[config.mk]
export PLATFORM = sky130hd
export DESIGN_NAME = div_seq
export DESIGN_NICKNAME = d
export VERILOG_FILES = /design/src/rtl/div_seq.sv
export SDC_FILE = /design/constraint.sdc
export NUM_CORES = 1
export LEC_CHECK = 0
export CAP_MARGIN = 20
export CORE_MARGIN = 2
export CORE_UTILIZATION = 35
export DETAILED_ROUTE_END_ITERATION = 12
export PLACE_DENSITY = 0.62
export SETUP_SLACK_MARGIN = 0.2
export SKIP_CTS_REPAIR_TIMING = 1
export SYNTH_ARGS = -nofsm -noshare
export SYNTH_HDL_FRONTEND = slang
export SYNTH_SLANG_ARGS = --single-unit
[constraint.sdc]
create_clock -name clk -period 5.4 [get_ports clk]
set_input_delay 1.08 -clock clk [delete_from_list [all_inputs] [get_ports clk]]
set_output_delay 1.08 -clock clk [all_outputs]
set_load 0.005 [all_outputs]
[src/rtl/div_seq.sv]
// div_seq: multi-cycle restoring radix-2 divider for DIV/DIVU, returns {remainder, quotient}.
// Define DIV_ANNUL_EN to let annul_i abort an in-flight division; otherwise annul_i is ignored.

module div_seq #(
  parameter int unsigned DATA_W = 32
) (
  input  logic                  clk,
  input  logic                  rst,
  input  logic                  start_i,
  input  logic                  signed_i,
  input  logic [DATA_W-1:0]     opdata1_i,
  input  logic [DATA_W-1:0]     opdata2_i,
  input  logic                  annul_i,
  output logic [2*DATA_W-1:0]   result_o,
  output logic                  ready_o,
  output logic                  stall_req_o
);

  localparam int unsigned     CntW    = (DATA_W > 1) ? $clog2(DATA_W) : 1;
  localparam logic [CntW-1:0] LastCnt = CntW'(DATA_W - 1);

  typedef enum logic [1:0] {StIdle, StByZero, StOn, StDone} state_e;

  state_e              state_q;
  logic [CntW-1:0]     cnt_q;
  logic [DATA_W-1:0]   dividend_q;  // dividend magnitude, shifts into the quotient
  logic [DATA_W-1:0]   divisor_q;
  logic [DATA_W-1:0]   rem_q;
  logic                signed_q;
  logic                sign1_q;
  logic                sign2_q;
  logic [2*DATA_W-1:0] result_q;
  logic                ready_q;

  logic annul;
`ifdef DIV_ANNUL_EN
  assign annul = annul_i;
`else
  logic unused_annul;
  assign unused_annul = annul_i;
  assign annul        = 1'b0;
`endif

  // Operand magnitudes; the most negative value stays as its unsigned pattern.
  logic [DATA_W-1:0] op1_mag, op2_mag;
  always_comb begin
    op1_mag = (signed_i && opdata1_i[DATA_W-1]) ? ('0 - opdata1_i) : opdata1_i;
    op2_mag = (signed_i && opdata2_i[DATA_W-1]) ? ('0 - opdata2_i) : opdata2_i;
  end

  // One restoring step: shift {rem, quo} left and trial-subtract the divisor.
  logic [DATA_W:0]   shifted, diff;
  logic              ge;
  logic [DATA_W-1:0] rem_d, quo_d;
  always_comb begin
    shifted = {rem_q, dividend_q[DATA_W-1]};
    diff    = shifted - {1'b0, divisor_q};
    ge      = ~diff[DATA_W];
    rem_d   = ge ? diff[DATA_W-1:0] : shifted[DATA_W-1:0];
    quo_d   = {dividend_q[DATA_W-2:0], ge};
  end

  logic              neg_quo, neg_rem;
  logic [DATA_W-1:0] quo_fin, rem_fin;
  always_comb begin
    neg_quo = signed_q & (sign1_q ^ sign2_q);
    neg_rem = signed_q & sign1_q;
    quo_fin = neg_quo ? ('0 - dividend_q) : dividend_q;
    rem_fin = neg_rem ? ('0 - rem_q) : rem_q;
  end

  always_ff @(posedge clk or posedge rst) begin
    if (rst) begin
      state_q    <= StIdle;
      cnt_q      <= '0;
      dividend_q <= '0;
      divisor_q  <= '0;
      rem_q      <= '0;
      signed_q   <= 1'b0;
      sign1_q    <= 1'b0;
      sign2_q    <= 1'b0;
      result_q   <= '0;
      ready_q    <= 1'b0;
    end else begin
      unique case (state_q)
        StIdle: begin
          if (start_i && !annul) begin
            signed_q   <= signed_i;
            sign1_q    <= opdata1_i[DATA_W-1];
            sign2_q    <= opdata2_i[DATA_W-1];
            dividend_q <= op1_mag;
            divisor_q  <= op2_mag;
            rem_q      <= '0;
            cnt_q      <= '0;
            state_q    <= (opdata2_i == '0) ? StByZero : StOn;
          end
        end
        StByZero: begin
          if (annul) begin
            state_q <= StIdle;
          end else begin
            // Clear the work registers so the DONE fix-up also yields zero.
            result_q   <= '0;
            dividend_q <= '0;
            rem_q      <= '0;
            state_q    <= StDone;
          end
        end
        StOn: begin
          if (annul) begin
            state_q <= StIdle;
          end else begin
            rem_q      <= rem_d;
            dividend_q <= quo_d;
            cnt_q      <= cnt_q + 1'b1;
            if (cnt_q == LastCnt) begin
              state_q <= StDone;
            end
          end
        end
        StDone: begin
          if (!start_i) begin
            ready_q <= 1'b0;
            state_q <= StIdle;
          end else if (!ready_q) begin
            result_q <= {rem_fin, quo_fin};
            ready_q  <= 1'b1;
          end
        end
        default: state_q <= StIdle;
      endcase
    end
  end

  assign result_o    = result_q;
  assign ready_o     = ready_q;
  assign stall_req_o = !rst && ((state_q == StIdle && start_i) || state_q == StByZero ||
                                state_q == StOn);

endmodule

Yosys cells after proc, flatten, opt, wreduce, memory -nomap -nowiden. Cells that the tools add are included.

Output and inout bits: 66. Input bits: 69. Logic and storage cells: 66. Bits in registers: 171.

Reduce and logical (&&, ||, !) cells: 17. Add/sub/neg operators: 6. Mux-type cells: 20. Bitwise operators: 4. Equal/unequal tests: 9.

Operator list (count): 32-bit 2-to-1 mux (7); 32-bit one-hot mux with 3 select lines (2); 64-bit 2-to-1 mux (2); 64-bit one-hot mux with 2 select lines (1); 1-bit by 32-bit subtractor with 32-bit output (first input constant) (4); 33-bit by 32-bit subtractor with 33-bit output (1); 32-bit zero test (1); 2-bit inequality test (second input constant) (5); 5-bit one-hot mux with 2 select lines (1); 2-bit 2-to-1 mux (4); 2-bit one-hot mux with 4 select lines (1); 2-bit AND reduction (3); 3-bit AND reduction (2); 5-bit by 1-bit adder with 5-bit output (second input constant) (1); 5-bit equality test (second input constant) (1); 5-bit 2-to-1 mux (1); 2-bit equality test (second input constant) (2); 1-bit logical AND (4); 2-bit nonzero test (2); 3-bit nonzero test (1); 1-bit bitwise AND (2); 2-bit by 1-bit equality test with 1-bit output (second input constant) (1); 2-bit zero test (1); 1-bit logical OR (2); 4 further kinds (4).

Logic depth before layout (Yosys ltp). Gate-level depths: netlist of run 1.

Word-level depth: 6. Depth in mapped cells: 13. Mapped depth without buffers: 12.

Worst setup path before layout of run 1. OpenSTA, ideal clock, no wires.

Kind: input -> register. Start point: input port opdata1_i[10]. End point: register dividend_q[24]. Data arrival time: 3.106 ns. Setup slack: 2.161 ns. Path buffers: 0. Library setup time: 0.133 ns. Required time: 5.267 ns. Stages on the path: 9. Cell sequence: or4_1 nor4_1 or4b_1 nor2b_1 a21oi_1 xnor2_1 nor2_1 a21oi_1 o21ai_0.

Word-level cells in the longest chain between the ends: 4.

Ends and longest elaborated chain: start, declared (line 11) `input logic [DATA_W-1:0] opdata1_i,`; 1-bit by 32-bit subtractor with 32-bit output (line 47) `op1_mag = (signed_i && opdata1_i[DATA_W-1]) ? ('0 - opdata1_i) : opdata1_i;`; 32-bit 2-to-1 mux (line 47); 32-bit 2-to-1 mux (line 87) `if (start_i && !annul) begin`; 32-bit one-hot mux with 3 select lines (line 85) `unique case (state_q)`; end signal, assigned (line 91) `dividend_q <= op1_mag;`; end signal, assigned (line 114) `dividend_q <= quo_d;`; end, declared (line 26) `logic [DATA_W-1:0] dividend_q;`.

Every way passes these cells. The select of a mux whose other input is x is not followed. A chain may end at the register's enable or synchronous reset.

Worst setup path after layout of run 1.
Start point: register dividend_q[31]. End point: register rem_q[11].

Word-level cells in the longest chain between the ends: 3.

Ends and longest elaborated chain: 33-bit by 32-bit subtractor with 33-bit output (line 57) `diff = shifted - {1'b0, divisor_q};`; 32-bit 2-to-1 mux (line 59) `rem_d = ge ? diff[DATA_W-1:0] : shifted[DATA_W-1:0];`; 32-bit one-hot mux with 3 select lines (line 85); end signal, assigned (line 113) `rem_q <= rem_d;`; end, declared (line 28) `logic [DATA_W-1:0] rem_q;`.

Every way passes these cells.

==> results of run 1 <==
[state kept, by name, summed over array words and instances, names as in the netlist]
| register | flops |
|---|---|
| result_o | 64 |
| sign1_q | 1 |
| rem_q | 32 |
| divisor_q | 32 |
| signed_q | 1 |
| dividend_q | 32 |
| cnt_q | 5 |
| sign2_q | 1 |
| state_q | 2 |
| ready_o | 1 |
[worst max-delay path by stage]
stage                                             to  slack [ps]
final                          rem_q[11]$_DFFE_PP0P_        1590
after global routing            rem_q[5]$_DFFE_PP0P_        1270
after CTS                      rem_q[11]$_DFFE_PP0P_        1570
after detailed placement  dividend_q[30]$_DFFE_PP0P_        1270
after global placement    dividend_q[24]$_DFFE_PP0P_        1260
after floorplan                 cnt_q[0]$_DFFE_PP0P_        2140
[per-stage QoR]
stage / setup WS, ps / power [W] / instances
CTS: 1570 / 0.00629 / 1819
finish: 1590 / 0.00625 / 1819
detailed placement: 1270 / 0.00506 / 1787
floorplan: 2140 / 0.00413 / 1316
global placement: 1260 / 0.00502 / 1787
global route: 1270 / 0.00676 / 1819
[cells by family after synthesis]
kind of cell	after synthesis
AOI/OAI and AO/OA	444
xor gates and xnor gates	142
adders and majority gates	45
buffers and inverters	137
DFF	171
muxes	15
and+or+nand+nor	362
[metal layers]
| layer | up-vias | wire length (um) | GRT usage |
|---|---|---|---|
| met5 | - | 0 | 0 |
| met4 | 0 | 636 | 0.0589 |
| met3 | 33 | 1240 | 0.0258 |
| met2 | 256 | 13100 | 0.279 |
| met1 | 4646 | 14700 | 0.256 |
| li1 | 4855 | - | - |
[cells in the mapped netlist, types with 2 or more instances]
master and n:
sky130_fd_sc_hd__dfrtp_1 171, sky130_fd_sc_hd__a211oi_1 4, sky130_fd_sc_hd__o22ai_1 4, sky130_fd_sc_hd__and3_1 5, sky130_fd_sc_hd__and2_1 11, sky130_fd_sc_hd__nand3b_1 4, sky130_fd_sc_hd__o41ai_1 6, sky130_fd_sc_hd__a32o_1 2
sky130_fd_sc_hd__o21ai_0 103, sky130_fd_sc_hd__nand3_1 13, sky130_fd_sc_hd__a211o_1 4, sky130_fd_sc_hd__or4_4 2, sky130_fd_sc_hd__or3_1 10, sky130_fd_sc_hd__a21o_1 10, sky130_fd_sc_hd__nor2_1 122, sky130_fd_sc_hd__a21oi_4 2
sky130_fd_sc_hd__nor4_1 15, sky130_fd_sc_hd__inv_1 63, sky130_fd_sc_hd__xnor2_1 72, sky130_fd_sc_hd__nor2b_1 6, sky130_fd_sc_hd__a32oi_1 2, sky130_fd_sc_hd__nand2b_1 19, sky130_fd_sc_hd__mux2i_1 10, sky130_fd_sc_hd__or4_1 5
sky130_fd_sc_hd__o21bai_1 3, sky130_fd_sc_hd__nand4bb_1 2, sky130_fd_sc_hd__ha_1 44, sky130_fd_sc_hd__o31ai_1 16, sky130_fd_sc_hd__nand4_1 8, sky130_fd_sc_hd__o31a_1 2, sky130_fd_sc_hd__a31oi_1 13, sky130_fd_sc_hd__a2111oi_0 2
sky130_fd_sc_hd__a22oi_1 4, sky130_fd_sc_hd__mux2_2 5, sky130_fd_sc_hd__xor2_1 70, sky130_fd_sc_hd__nor3_1 26, sky130_fd_sc_hd__clkbuf_1 66, sky130_fd_sc_hd__o21a_1 12, sky130_fd_sc_hd__a21oi_1 162, sky130_fd_sc_hd__o211ai_1 9
sky130_fd_sc_hd__o21ai_1 7, sky130_fd_sc_hd__buf_2 2, sky130_fd_sc_hd__buf_1 5, sky130_fd_sc_hd__nand2_1 103, sky130_fd_sc_hd__a22o_1 66
[final cells by class]
cell class / count / area, um^2
flip-flops and latches: 171 / 4280
clock inverters: 15 / 150
well taps: 402 / 503
multi-input cells: 1008 / 6520
fillers: 3101 / 18100
inverters: 63 / 240
clock buffers: 17 / 425
repair buffers: 143 / 1420
[power by group through the flow]
| stage | sequential (W) | combinational (W) | clock [W] |
|---|---|---|---|
| after floorplan | 0.00192 | 0.00221 | 0 |
| final | 0.00198 | 0.00306 | 0.00121 |
| after detailed placement | 0.00200 | 0.00306 | 0 |
| after global routing | 0.00204 | 0.00342 | 0.00130 |
| after CTS | 0.00198 | 0.00307 | 0.00124 |
| after global placement | 0.00199 | 0.00303 | 0 |
==> results.py, run 1 <==
metrics = {
    "outcome": {
        "run_status": "completed",
    },
    "clock_network": {
        "root_buffer_cell": "sky130_fd_sc_hd__clkbuf_16",
        "htreeDepth": 4,
        "cts.sink_count": 171,
        "numCtsBuffers": 17,
        "clock_tree_from_tritoncts": "yes",
        "cts-root-to-sink-buffers": 2,
        "clock_latency_ps": 440,
        "worst_setup_hold_path_clk_slew_ps": 70,
    },
    "min_path": {
        "hold_end": "result_o[32]$_DFFE_PP0P_",
        "hold_path.startpoint": "result_o[32]$_DFFE_PP0P_",
        "timing.hold.worst_path_depth": 1,
        "hold_crit_path_type": "register to register",
    },
    "worst_setup_path": {
        "ff2ff_path_depth": 12,
        "setup.worst_path.start": "dividend_q[31]$_DFFE_PP0P_",
        "worst_reg2reg_path_endpoint": "rem_q[11]$_DFFE_PP0P_",
        "worst_path_max_delay_cell": "sky130_fd_sc_hd__o41a_1",
        "cp_num_buf_inv": 2,
        "critical-path-top-delay-family": "compound AO/OA/AOI/OAI gates",
        "critical_path_peak_fanout": 41,
        "cp-end-kind": "register",
        "timing_worst_setup_path_type": "register to register",
        "timing.critical_path.slowest_cell_delay_ps": 470,
        "rrSetupSlack_ps": 1590,
        "required_time_of_the_worst_setup_path_ps": 5680,
        "worst_ep_arrival_time_ps": 4090,
        "critical_path.reg2reg.startpoint": "dividend_q[31]$_DFFE_PP0P_",
        "path_cells": "inv_1 > ha_1 > fa_1 > nand2b_1 > a211oi_1 > nor2_1 > o41a_1 > a211o_1 > nand3_1 > buf_4 > mux2i_1 > o22ai_1",
        "worstSetupPathDepth": 12,
        "start_kind": "register",
    },
    "die": {
        "die-area_um2": 33700,
        "floorplan.rows": 65,
        "core_area_um2": 31600,
        "floorplan.die.height_um": 184,
        "initial_utilization": 0.357,
        "die_wd_um": 184,
        "pin_count": 135,
    },
    "synth": {
        "avgSynthCellArea_um2": 8.58,
        "synth-warning-count": 0,
        "ys_seq_area_frac": 0.379,
        "synthSimpleGateAreaFrac": 0.154,
        "synth_top_family_by_area": "compound AO/OA/AOI/OAI gates",
        "area_share_of_the_largest_cell_type_after_synthesis": 0.379,
        "synthTopCellsByArea": "sky130_fd_sc_hd__dfrtp_1, sky130_fd_sc_hd__a21oi_1, sky130_fd_sc_hd__xnor2_1, sky130_fd_sc_hd__xor2_1, sky130_fd_sc_hd__a22o_1",
        "synth_nets": 1430,
        "synth-compound-area-share": 0.247,
        "synth_top_flop_cell": "sky130_fd_sc_hd__dfrtp_1",
        "yosysTopAreaCell": "sky130_fd_sc_hd__dfrtp_1",
        "synth-xor-area-share": 0.110,
        "synthesized_area_fraction_occupied_by_adder_cells": 0.0505,
        "yosysUniqueCellTypes": 69,
        "async_reset_ff_frac": 1.00,
        "postSynthCellCount": 1316,
        "synthMuxAreaShare": 0.0138,
        "mappedNetlistArea_um2": 11300,
        "ys_ff_latch": 171,
        "synth-edff-count": 0,
    },
    "job": {
        "max_cap_violations": 0,
    },
    "timing": {
        "total_negative_slack_ps": 0,
        "timing.final.max_slew_violations": 0,
        "finalHoldWorstSlack_ps": 503,
        "finalHoldViolCount": 0,
        "timing.final.crit_share": 0.705,
        "clock_skew_ps": 16.2,
        "setup_repair_after_global_routing_missed_its_margin": "no",
        "number_of_setup_violations_in_the_final_report": 0,
        "max_freq_mhz": 263,
        "period_minus_slack_ps": 3810,
        "worst_tran_pin_value_ps": 1030,
        "worst_slew_margin_rel": 0.313,
    },
    "layout": {
        "postLayoutCoreUtil": 0.428,
        "layout.cell_area.non_filler_um2": 13500,
        "final_layout_size_suffix_gt1_frac": 0.0466,
        "layout.nets": 1518,
        "insertedDiodeCount": 0,
        "syn_to_final_growth_pct": 19.8,
        "mostFrequentLayoutCell": "sky130_fd_sc_hd__dfrtp_1",
        "layout_common_cells": "sky130_fd_sc_hd__dfrtp_1, sky130_fd_sc_hd__a21oi_1, sky130_fd_sc_hd__clkdlybuf4s50_1",
    },
    "detailed_routing": {
        "post_drt_antenna_nets": 0,
        "via_count": 9790,
        "vias_per_cell": 5.38,
        "drt-total-wl_um": 29700,
        "drt_iter0_markers": 658,
        "detail_route.drc_violations": 0,
        "routed_wire_length_per_instance_um": 16.3,
        "drt_first_pass_iters": 5,
    },
    "placement": {
        "gp_congestion": 0.917,
        "placement.io_buffers": 133,
        "detailedPlacementHpwl_um": 21700,
        "placedInstanceArea_um2": 13000,
    },
    "power_and_ir_drop": {
        "vdd_drop_max_mv": 0.338,
        "static-leakage-power_nw": 5.93,
        "power.switching_w": 0.00275,
        "clockPowerShare": 0.194,
        "switching_share": 0.441,
        "cellInternalPower_w": 0.00349,
        "power.combinational.fraction": 0.489,
        "seq_power_share": 0.316,
        "power_density_nw_per_um2": 461,
    },
    "global_routing": {
        "via_count_of_the_first_global_routing_pass": 9155,
        "grt_first_pass_wirelength_um": 48600,
        "grt_max_degree": 172,
        "gr-usage-all-layers": 0.179,
        "number_of_antenna_violations_at_the_first_check_in_global_routing": 0,
        "grt_remaining_overflow": 0,
    },
}
Note: power is estimated with default switching activity, not from simulation.
==> run 2: changes to the inputs <==
clock period = 3.45 ns   (was 5.4 ns; I/O delays follow)
==> run 2 against run 1 <==
Via count grew 1.1%. Total power up 59%. Worst setup slack worse by 1200 ps. Wire length increased by 3.7%. Global-route usage up 0.28 points. First-iteration DRC count is 5.6% higher. Clock-buffer cell count is the same. Utilization rose by 1.3 points. Hold slack is essentially flat. Clock skew rose by 1.2 ps. Highest routed layer unchanged.
==> results.py, run 2 (synthesis gave the netlist of run 1 again) <==
metrics = {
    "layout": {
        "layoutNonFillerInstCount": 1860,
        "layout.nets": 1558,
        "mostFrequentLayoutCell": "sky130_fd_sc_hd__dfrtp_1",
        "final_layout_size_suffix_gt1_frac": 0.0769,
        "layout_common_cells": "sky130_fd_sc_hd__dfrtp_1, sky130_fd_sc_hd__a21oi_1, sky130_fd_sc_hd__clkdlybuf4s50_1",
        "largest_reg_flops": 64,
        "syn_to_final_growth_pct": 23.3,
        "postLayoutCoreUtil": 0.440,
    },
    "power_and_ir_drop": {
        "power_density_nw_per_um2": 715,
        "vdd_drop_max_mv": 0.384,
        "total_power_w": 0.00996,
        "static-leakage-power_nw": 6.16,
    },
    "clock_network": {
        "clock_latency_ps": 440,
        "worst_setup_hold_path_clk_slew_ps": 70,
        "root_buffer_cell": "sky130_fd_sc_hd__clkbuf_16",
        "htreeDepth": 4,
        "numCtsBuffers": 17,
        "cts-root-to-sink-buffers": 2,
        "clock_tree_from_tritoncts": "yes",
        "cts.sink_count": 171,
    },
    "global_routing": {
        "grt_remaining_overflow": 0,
        "via_count_of_the_first_global_routing_pass": 9266,
        "grt_first_pass_wirelength_um": 49100,
        "number_of_antenna_violations_at_the_first_check_in_global_routing": 0,
        "grt_max_degree": 172,
        "gr-usage-all-layers": 0.182,
    },
    "detailed_routing": {
        "drt_first_pass_iters": 5,
        "drt-total-wl_um": 30800,
        "routed_wire_length_per_instance_um": 16.6,
        "detail_route.drc_violations": 0,
        "post_drt_antenna_nets": 0,
        "drt_iter0_markers": 695,
        "vias_per_cell": 5.32,
        "via_count": 9897,
    },
    "die": {
        "initial_utilization": 0.357,
        "die_wd_um": 184,
        "floorplan.rows": 65,
        "core_area_um2": 31600,
        "die-area_um2": 33700,
        "floorplan.die.height_um": 184,
        "pin_count": 135,
    },
    "placement": {
        "dp_cells": 1824,
        "detailedPlacementHpwl_um": 22700,
        "placement.io_buffers": 133,
        "gp_congestion": 0.868,
    },
    "min_path": {
        "hold_crit_path_type": "register to register",
    },
    "worst_setup_path": {
        "cp-end-kind": "register",
        "critical_path_peak_fanout": 5,
        "rrSetupSlack_ps": 390,
        "timing_worst_setup_path_type": "register to register",
        "worst_ep_arrival_time_ps": 3380,
        "start_kind": "register",
        "required_time_of_the_worst_setup_path_ps": 3770,
    },
    "timing": {
        "max_freq_mhz": 327,
        "timing.final.crit_share": 0.887,
        "setup_repair_after_global_routing_missed_its_margin": "no",
        "clock_skew_ps": 17.4,
        "period_minus_slack_ps": 3060,
        "finalHoldViolCount": 0,
        "number_of_setup_violations_in_the_final_report": 0,
        "timing.final.max_slew_violations": 0,
        "worst_tran_pin_value_ps": 901,
        "worst_slew_margin_rel": 0.399,
        "total_negative_slack_ps": 0,
    },
    "job": {
        "max_cap_violations": 0,
    },
    "outcome": {
        "run_status": "completed",
    },
}
-- run 2: worst paths after layout --
check / start / endpoint / cells after the start
max: dividend_q[11]$_DFFE_PP0P_ / result_o[31]$_DFFE_PP0P_ / 9
max reg2reg: dividend_q[11]$_DFFE_PP0P_ / result_o[31]$_DFFE_PP0P_ / 9
min reg2reg: result_o[52]$_DFFE_PP0P_ / result_o[52]$_DFFE_PP0P_ / 1
min in group asynchronous: rst / dividend_q[25]$_DFFE_PP0P_ / 3
max in group asynchronous: rst / result_o[8]$_DFFE_PP0P_ / 3
min: result_o[52]$_DFFE_PP0P_ / result_o[52]$_DFFE_PP0P_ / 1
-- run 2: power breakdown --
part | switching (W) | internal, W
Combinational | 0.00293 | 0.00204
Clock | 0.000935 | 0.000965
Sequential | 0.000511 | 0.00258
-- run 2: cell type report --
class	count	area, um^2
tap	402	503
multi-input combinational	1008	6560
clock buffer	17	425
antenna	1	2.50
inverter	63	240
sequential	171	4280
fill	3075	17700
clock inverter	15	153
timing repair buffer	183	1770
-- run 2: stage by stage --
step / setup slack (ps) / cell area [um^2] / hold slack, ps
global route: 187 / 13900 / 517
global placement: -29.7 / 13200 / 482
floorplan: 339 / 11300 / 472
detailed placement: -30.3 / 13200 / 487
finish: 391 / 13900 / 503
CTS: 105 / 13800 / 507
-- run 2: routing by layer --
metal	global-route usage	share of wire
met2	0.284	0.45
met1	0.261	0.48
met3	0.0246	0.044
met5	0	0
met4	0.0554	0.023
-- run 2: critical path, stage by stage (launching register included) --
cell	delay [ps]
sky130_fd_sc_hd__dfrtp_1	420
sky130_fd_sc_hd__or4_1	580
sky130_fd_sc_hd__or3_1	360
sky130_fd_sc_hd__nor3_2	150
sky130_fd_sc_hd__nand2b_1	180
sky130_fd_sc_hd__o31ai_4	320
sky130_fd_sc_hd__o21a_1	240
sky130_fd_sc_hd__o21ai_0	280
sky130_fd_sc_hd__xnor2_1	230
sky130_fd_sc_hd__a22o_1	200
==> run 3: changes to the inputs <==
CTS_BUF_LIST = sky130_fd_sc_hd__clkbuf_8   (was unset)
PLACE_DENSITY = 0.6   (was 0.62)
clock period = 3.5 ns   (was 3.45 ns; I/O delays follow)
==> run 3 against run 2 <==
Critical path depth rose by 2. Utilization fell by 0.68 points. Clock power fell by 24%. Clock-buffer cell count is the same. Final area fell by 1.5%. Sequential share of layout area rose by 0.48 points. Combinational power shrank 2%. First-iteration DRC count fell by 14%. Sequential cell count did not move. Wire length fell by 2.0%. Total power fell by 6.1%. Worst setup slack lost 43 ps. Critical path type unchanged. Critical endpoint is now rem_q[11]$_DFFE_PP0P_. Largest power group unchanged. Highest routed layer unchanged.
==> results.py, run 3 (synthesis gave the netlist of run 1 again) <==
metrics = {
    "worst_setup_path": {
        "worst_reg2reg_path_endpoint": "rem_q[11]$_DFFE_PP0P_",
        "critical_path_peak_fanout": 18,
        "required_time_of_the_worst_setup_path_ps": 3820,
        "worst_ep_arrival_time_ps": 3470,
        "cp-end-kind": "register",
        "critical_path.reg2reg.startpoint": "divisor_q[0]$_DFFE_PP0P_",
        "setup.worst_path.start": "divisor_q[0]$_DFFE_PP0P_",
        "start_kind": "register",
        "ff2ff_path_depth": 11,
        "timing.critical_path.to": "rem_q[11]$_DFFE_PP0P_",
        "timing_worst_setup_path_type": "register to register",
        "rrSetupSlack_ps": 350,
    },
    "detailed_routing": {
        "routed-wl-met2_um": 13100,
        "post_drt_antenna_nets": 0,
        "drt_first_pass_iters": 5,
        "vias_per_cell": 5.27,
        "highest-signal-layer": "met4",
        "met3_length_um": 1020,
        "drt-total-wl_um": 30200,
        "detail_route.drc_violations": 0,
        "route.layer.met1.wl_um": 15400,
        "routed_wire_length_per_instance_um": 16.3,
        "via_count": 9777,
        "drt_iter0_markers": 596,
    },
    "die": {
        "initial_utilization": 0.357,
        "die-area_um2": 33700,
        "die_wd_um": 184,
        "floorplan.die.height_um": 184,
        "floorplan.rows": 65,
        "core_area_um2": 31600,
        "pin_count": 135,
    },
    "clock_network": {
        "clock_latency_ps": 480,
        "clock_tree_from_tritoncts": "yes",
        "root_buffer_cell": "sky130_fd_sc_hd__clkbuf_8",
        "numCtsBuffers": 17,
        "worst_setup_hold_path_clk_slew_ps": 110,
        "cts-root-to-sink-buffers": 2,
        "htreeDepth": 4,
        "cts.sink_count": 171,
    },
    "timing": {
        "timing.final.crit_share": 0.901,
        "worst_tran_pin_value_ps": 1050,
        "max_freq_mhz": 317,
        "setup_repair_after_global_routing_missed_its_margin": "yes",
        "finalHoldWorstSlack_ps": 512,
        "timing.final.max_slew_violations": 0,
        "number_of_setup_violations_in_the_final_report": 0,
        "period_minus_slack_ps": 3150,
        "finalHoldViolCount": 0,
        "clock_skew_ps": 23.7,
        "total_negative_slack_ps": 0,
        "worst_slew_margin_rel": 0.300,
    },
    "power_and_ir_drop": {
        "total_power_w": 0.00935,
        "vdd_drop_max_mv": 0.477,
        "power_density_nw_per_um2": 682,
        "static-leakage-power_nw": 6.06,
    },
    "global_routing": {
        "grt_remaining_overflow": 0,
        "grt_max_degree": 67,
        "via_count_of_the_first_global_routing_pass": 9444,
        "gr-usage-all-layers": 0.182,
        "number_of_antenna_violations_at_the_first_check_in_global_routing": 0,
        "grt_first_pass_wirelength_um": 49600,
    },
    "placement": {
        "gp_congestion": 0.841,
        "detailedPlacementHpwl_um": 22800,
        "placement.io_buffers": 133,
    },
    "layout": {
        "final_layout_size_suffix_gt1_frac": 0.0723,
        "insertedDiodeCount": 0,
        "layout_common_cells": "sky130_fd_sc_hd__dfrtp_1, sky130_fd_sc_hd__a21oi_1, sky130_fd_sc_hd__clkdlybuf4s50_1",
        "layout.nets": 1554,
        "mostFrequentLayoutCell": "sky130_fd_sc_hd__dfrtp_1",
        "largest_reg_flops": 64,
        "syn_to_final_growth_pct": 21.4,
    },
    "job": {
        "max_cap_violations": 0,
    },
    "min_path": {
        "timing.hold.worst_path_depth": 1,
        "hold_crit_path_type": "register to register",
    },
    "outcome": {
        "run_status": "completed",
    },
}
==> run 3: stage by stage <==
step,cells,setup WS (ps),utilization,cell area (um^2)
CTS,1854,112,0.432,13700
finish,1855,348,0.434,13700
global placement,1822,11.4,0.419,13300
floorplan,1316,389,-,11300
global route,1855,200,0.434,13700
detailed placement,1822,31.7,0.419,13300
==> run 3: metal layers <==
metal / up-vias / track usage
li1: 4925 / -
met3: 38 / 0.0252
met4: 0 / 0.0550
met5: - / 0
met1: 4612 / 0.267
met2: 202 / 0.276
==> run 3: cell type report <==
type | count | area (um^2)
Fill cell | 3170 | 17900
Clock buffer | 17 | 234
Sequential cell | 171 | 4280
Inverter | 63 | 240
Multi-Input combinational cell | 1008 | 6540
Tap cell | 402 | 503
Clock inverter | 15 | 175
Timing Repair Buffer | 179 | 1740
==> run 3: worst min path at each step <==
stage / startpoint / endpoint
floorplan: cnt_q[4]$_DFFE_PP0P_ / cnt_q[4]$_DFFE_PP0P_
global placement: cnt_q[4]$_DFFE_PP0P_ / cnt_q[4]$_DFFE_PP0P_
detailed placement: result_o[0]$_DFFE_PP0P_ / result_o[0]$_DFFE_PP0P_
CTS: result_o[9]$_DFFE_PP0P_ / result_o[9]$_DFFE_PP0P_
global route: result_o[7]$_DFFE_PP0P_ / result_o[7]$_DFFE_PP0P_
finish: result_o[50]$_DFFE_PP0P_ / result_o[50]$_DFFE_PP0P_
==> run 3: worst max-delay path, stage by stage, from the launching register on <==
cell                       delay, ps
sky130_fd_sc_hd__dfrtp_1         440
sky130_fd_sc_hd__ha_1            230
sky130_fd_sc_hd__fa_1            400
sky130_fd_sc_hd__nand2b_1        190
sky130_fd_sc_hd__a211oi_2        260
sky130_fd_sc_hd__nor2_1          120
sky130_fd_sc_hd__o41a_1          390
sky130_fd_sc_hd__a211o_1         350
sky130_fd_sc_hd__nand3_4         140
sky130_fd_sc_hd__buf_12          180
sky130_fd_sc_hd__mux2i_1         200
sky130_fd_sc_hd__o22ai_1          80
==> run 3: power by group <==
part | total, W | leakage, nW | internal [W] | switching [W]
logic | 0.00487 | 3.63 | 0.00198 | 0.00288
registers | 0.00303 | 2.23 | 0.00254 | 0.000495
clock network | 0.00145 | 0.201 | 0.000604 | 0.000850
